## src/rtl/pipe_stage_reg.sv

```systemverilog
// pipe_stage_reg
//   Handshaked pipeline stage register carrying a payload, a 32-bit
//   instruction word and a control bundle. Supports flush, bubble masking
//   (an empty stage presents NOP_INST and all-zero control) and a saturating
//   back-pressure counter.
//
//   Build option: define PIPE_STAGE_SKID_EN for a two-entry stage
//   (main + skid register) whose in_ready depends only on registered state.
//   Without it, the stage is a single register with a combinational in_ready.
//
// Parameters:
//   DATA_W   payload width
//   CTRL_W   control bundle width
//   CNT_W    stall counter width
//   NOP_INST instruction word presented while the stage holds a bubble
//
// Ports:
//   clk        clock, rising edge
//   reset      synchronous, active-low reset
//   flush      kills held and incoming entries at the edge
//   in_valid   upstream entry present
//   in_ready   stage accepts an entry this cycle
//   in_data    upstream payload
//   in_inst    upstream instruction word
//   in_ctrl    upstream control bundle
//   out_valid  stage holds a valid entry
//   out_ready  downstream consumes the entry this cycle
//   out_data   held payload (not masked)
//   out_inst   held instruction, or NOP_INST when empty
//   out_ctrl   held control, or zero when empty
//   stall_cnt  saturating count of cycles with out_valid && !out_ready
module pipe_stage_reg #(
  parameter int unsigned DATA_W   = 32,
  parameter int unsigned CTRL_W   = 1,
  parameter int unsigned CNT_W    = 16,
  parameter logic [31:0] NOP_INST = 32'h0000_0013
) (
  input  logic              clk,
  input  logic              reset,
  input  logic              flush,
  input  logic              in_valid,
  output logic              in_ready,
  input  logic [DATA_W-1:0] in_data,
  input  logic [31:0]       in_inst,
  input  logic [CTRL_W-1:0] in_ctrl,
  output logic              out_valid,
  input  logic              out_ready,
  output logic [DATA_W-1:0] out_data,
  output logic [31:0]       out_inst,
  output logic [CTRL_W-1:0] out_ctrl,
  output logic [CNT_W-1:0]  stall_cnt
);

  logic              main_valid_q;
  logic [DATA_W-1:0] data_q;
  logic [31:0]       inst_q;
  logic [CTRL_W-1:0] ctrl_q;
  logic [CNT_W-1:0]  stall_q;
  logic              accept;

  // in_ready already folds in !flush, so a flushed beat is never accepted.
  assign accept = in_valid && in_ready;

`ifdef PIPE_STAGE_SKID_EN
  logic              skid_valid_q;
  logic [DATA_W-1:0] skid_data_q;
  logic [31:0]       skid_inst_q;
  logic [CTRL_W-1:0] skid_ctrl_q;

  // Depends only on the skid register (and flush), never on out_ready.
  assign in_ready = !flush && !skid_valid_q;

  always_ff @(posedge clk) begin
    if (!reset) begin
      main_valid_q <= 1'b0;
      skid_valid_q <= 1'b0;
      data_q       <= '0;
      inst_q       <= '0;
      ctrl_q       <= '0;
      skid_data_q  <= '0;
      skid_inst_q  <= '0;
      skid_ctrl_q  <= '0;
    end else if (flush) begin
      main_valid_q <= 1'b0;
      skid_valid_q <= 1'b0;
    end else if (main_valid_q && !out_ready) begin
      // Main is stalled: a beat accepted now can only land in skid.
      if (accept) begin
        skid_valid_q <= 1'b1;
        skid_data_q  <= in_data;
        skid_inst_q  <= in_inst;
        skid_ctrl_q  <= in_ctrl;
      end
    end else if (skid_valid_q) begin
      // Main drains this edge; skid is older than any new beat
      // (in_ready was low), so it moves up first.
      main_valid_q <= 1'b1;
      data_q       <= skid_data_q;
      inst_q       <= skid_inst_q;
      ctrl_q       <= skid_ctrl_q;
      skid_valid_q <= 1'b0;
    end else if (accept) begin
      main_valid_q <= 1'b1;
      data_q       <= in_data;
      inst_q       <= in_inst;
      ctrl_q       <= in_ctrl;
    end else begin
      main_valid_q <= 1'b0;
    end
  end
`else
  assign in_ready = !flush && (!main_valid_q || out_ready);

  always_ff @(posedge clk) begin
    if (!reset) begin
      main_valid_q <= 1'b0;
      data_q       <= '0;
      inst_q       <= '0;
      ctrl_q       <= '0;
    end else if (flush) begin
      main_valid_q <= 1'b0;
    end else if (accept) begin
      main_valid_q <= 1'b1;
      data_q       <= in_data;
      inst_q       <= in_inst;
      ctrl_q       <= in_ctrl;
    end else if (out_ready) begin
      main_valid_q <= 1'b0;
    end
  end
`endif

  // Counts stalled edges regardless of flush; only reset clears it.
  always_ff @(posedge clk) begin
    if (!reset) begin
      stall_q <= '0;
    end else if (main_valid_q && !out_ready && (stall_q != '1)) begin
      stall_q <= stall_q + CNT_W'(1);
    end
  end

  assign out_valid = main_valid_q;
  assign out_data  = data_q;
  assign out_inst  = main_valid_q ? inst_q : NOP_INST;
  assign out_ctrl  = main_valid_q ? ctrl_q : '0;
  assign stall_cnt = stall_q;

endmodule

```

## config.mk

```make
export PLATFORM = sky130hd
export DESIGN_NAME = pipe_stage_reg
export DESIGN_NICKNAME = d
export VERILOG_FILES = /design/src/rtl/pipe_stage_reg.sv
export SDC_FILE = /design/constraint.sdc
export NUM_CORES = 1
export LEC_CHECK = 0
export ABC_AREA = 1
export CORE_MARGIN = 4
export CORE_UTILIZATION = 48
export CTS_BUF_LIST = sky130_fd_sc_hd__clkbuf_2
export DETAILED_ROUTE_END_ITERATION = 10
export GPL_ROUTABILITY_DRIVEN = 0
export PLACE_DENSITY = 0.89
export SLEW_MARGIN = 5
export SYNTH_ARGS = -nofsm -noshare
export SYNTH_HDL_FRONTEND = slang
export SYNTH_SLANG_ARGS = --single-unit
```

## constraint.sdc

```tcl
create_clock -name clk -period 4.3 [get_ports clk]
set_input_delay 0.645 -clock clk [delete_from_list [all_inputs] [get_ports clk]]
set_output_delay 0.645 -clock clk [all_outputs]
set_load 0.02 [all_outputs]
```

==> flow_metrics.env <==
export IMPL_post_route_min_period_ns=2.89
export IMPL_rr_startpoint="out_valid$_SDFFE_PP0P_"
export IMPL_vias=3847
export IMPL_drive_gt1_share_pct=5.03
export IMPL_leakage_nw=2.22
export IMPL_path_delay_family="buffers and inverters"
export IMPL_grt_pass1_vias=3725
export IMPL_die_w_um=95.3
export IMPL_cts_reportedPaths_clkPinSlew_ns=0.20
export IMPL_n_antenna_cell=0
export IMPL_die_area_um2=9080
export IMPL_cts_hold_buf=0
export IMPL_drtIter0Drc=185
export IMPL_cts_setup_buffers=0
export IMPL_total_power_mw=1.51
export IMPL_final_nets=722
export IMPL_htree_num_levels=3
export IMPL_hold_slack_ns=0.462
export IMPL_sw_frac_of_total_pct=26.8
export IMPL_firstDrtPassIters=4
export IMPL_cp_depth=4
export IMPL_path_cells="buf_4, nand2_1, inv_1, clkdlybuf4s50_1"
export IMPL_crit_path_end="out_inst[8]"
export IMPL_slew_headroom_pct=29.6
export IMPL_syn_inst=518
export IMPL_cts_tree="done"
export IMPL_synth_top_area_share_pct=44.9
export IMPL_clkPwrFrac_pct=30.5
export IMPL_status="complete, no violations"
export IMPL_initial_core_util_pct=49.9
export IMPL_routed_wl_mm=10.3
export IMPL_detail_route_vias_per_cell=5.10
export IMPL_rrSetupSlack_ns=1.88
export IMPL_dp_hpwl_mm=7.34
export IMPL_fmax_mhz=346
export IMPL_worst_pin_slew_ns=1.05
export IMPL_avgSynthCellArea_um2=7.06
export IMPL_grt_ovfl_total=0
export IMPL_startpoint_type="flop"
export IMPL_max_stage_delay_ns=0.60
export IMPL_clock_latency_ns=0.52
export IMPL_synth_top_cell_by_area="dfxtp_1"
export IMPL_clock_sinks=82
export IMPL_final_common_cell="clkdlybuf4s50_1"
export IMPL_synth_top_cells_by_area="dfxtp_1, nand2_1, nand3_1"
export IMPL_p_seq_share_pct=54.0
export IMPL_clock_skew_ns=0.0200
export IMPL_area_growth_syn_to_layout_pct=44.5
export IMPL_yosysUniqueCellTypes=28
export IMPL_finalSetupTns_ns=0
export IMPL_cts_root_buffer="clkbuf_2"
export IMPL_crit_required_ns=3.65
export IMPL_reg2reg_depth=7
export IMPL_synth_area_um2=3660
export IMPL_powerDensity_nw_per_um2=285
export IMPL_numCtsBuffers=9
export IMPL_period_share_pct=67.1
export IMPL_hold_viol=0
export IMPL_fin_util_pct=72.1
export IMPL_slowest_stage="clkdlybuf4s50_1"
export IMPL_vdd_drop_max_mv=0.215
export IMPL_wl_per_cell_um=13.7
export IMPL_ys_warnings_count=0
export IMPL_crit_path_end_kind="output pin"
export IMPL_fillers=557
export IMPL_startpoint="out_valid$_SDFFE_PP0P_"
export IMPL_antenna_left=0
export IMPL_arrival_ns=2.24
export IMPL_reg2reg_to="inst_q[0]$_SDFFE_PN0P_"
export IMPL_critPathKind="flop to output pin"
export IMPL_drc=0
export IMPL_intPower_mw=1.10
export IMPL_core_um2=7330
export IMPL_synthesis_nets=589
export IMPL_switching_power_mw=0.403
export IMPL_synth_seq_area_share_pct=44.9
export IMPL_die_height_um=95.3
export IMPL_layout_common_cells="clkdlybuf4s50_1, nand2_1, dfxtp_1, nand3_1, a21oi_1"
export IMPL_drv_cap=0
export IMPL_numPortBuffers=152
export IMPL_critPathBufInv=3
export IMPL_comb_power_share_pct=15.6
export IMPL_rsz0062_at_grt="false"
export IMPL_pin_count=153
export IMPL_setup_viol=0
export IMPL_hold_path_class="flop to flop"
export IMPL_antenna_found_initial=0
export IMPL_grt_start_max_net_pins=70
export IMPL_grt_pass1_wl_mm=16.6
export IMPL_grt_usage_pct=23.0
export IMPL_post_cts_resize_count=0
export IMPL_clockBufferDepth=2
export IMPL_path_max_fanout=28
export IMPL_rows=31
export IMPL_drv_slew=0
export IMPL_synth_seq_cells=82
worst min path at each step:
stage | startpoint | end | slack [ns] | cells after the start
global route | inst_q[0]$_SDFFE_PN0P_ | inst_q[0]$_SDFFE_PN0P_ | 0.49 | 2
floorplan | inst_q[0]$_SDFFE_PN0P_ | inst_q[0]$_SDFFE_PN0P_ | 0.43 | 2
finish | inst_q[0]$_SDFFE_PN0P_ | inst_q[0]$_SDFFE_PN0P_ | 0.46 | 2
global placement | inst_q[0]$_SDFFE_PN0P_ | inst_q[0]$_SDFFE_PN0P_ | 0.44 | 2
detailed placement | inst_q[0]$_SDFFE_PN0P_ | inst_q[0]$_SDFFE_PN0P_ | 0.44 | 2
CTS | inst_q[0]$_SDFFE_PN0P_ | inst_q[0]$_SDFFE_PN0P_ | 0.47 | 2
tightest hold or removal path: stages, from the launching register on:
cell	delay, ns
dfxtp_1	0.34
inv_1	0.06
a21oi_1	0.05
registers in the layout (all words and copies together) (netlist names):
register	cells
ctrl_q	1
inst_q	32
out_data	32
out_valid	1
stall_cnt	16
power by group through the flow:
stage               logic (mW)  clock network [mW]  registers, mW
finish                   0.235               0.459          0.813
global route             0.252               0.504          0.818
global placement         0.230                   0          0.826
CTS                      0.236               0.468          0.813
floorplan               0.0965                   0          0.845
detailed placement       0.235                   0          0.827
area by class of cell:
cell class / instances / area (um2) / area share, %
clock buffer: 9 / 45.0 / 0.852
clock inverter: 7 / 92.6 / 1.75
multi-input combinational: 348 / 1630 / 30.8
inverter: 54 / 205 / 3.88
timing repair buffer: 156 / 1550 / 29.3
sequential: 82 / 1640 / 31.1
tap: 99 / 124 / 2.34
layer usage:
| layer | wire (um) | vias up | share of wire (%) | global-route usage [%] |
|---|---|---|---|---|
| li1 | - | 1903 | - | - |
| met1 | 4130 | 1761 | 40 | 27.0 |
| met2 | 4960 | 161 | 48 | 38.4 |
| met3 | 961 | 22 | 9.3 | 7.26 |
| met4 | 276 | 0 | 2.7 | 10.1 |
| met5 | 0 | - | 0 | 0 |
synthesized netlist by cell type (all sizes together):
master  count
nand3b      1
xor2        8
buf        19
nand2     146
a21oi      66
inv        54
ha          1
and2        1
clkbuf     15
a211oi      1
dfxtp      82
nand4       1
nor2       42
nand3      70
o21ai      11
cells by family (layout without fill, tap and decap cells):
kind of cell | count (synthesis) | after routing | share of synthesized area, %
fa+ha+maj | 1 | 1 | 0.342
flops | 82 | 82 | 44.9
xor+xnor | 8 | 8 | 1.92
buf+inv | 88 | 226 | 10.5
simple gates | 261 | 261 | 31.0
compound gates | 78 | 78 | 11.3
stage by stage:
step	cell area, um2	std cells	setup WS (ns)
after detailed placement	5150	739	1.25
after global routing	5290	755	1.21
after floorplan	3660	518	2.51
after CTS	5290	755	1.38
after global placement	5150	739	1.31
final	5290	755	1.41
Power figures use the tool's default switching activity.
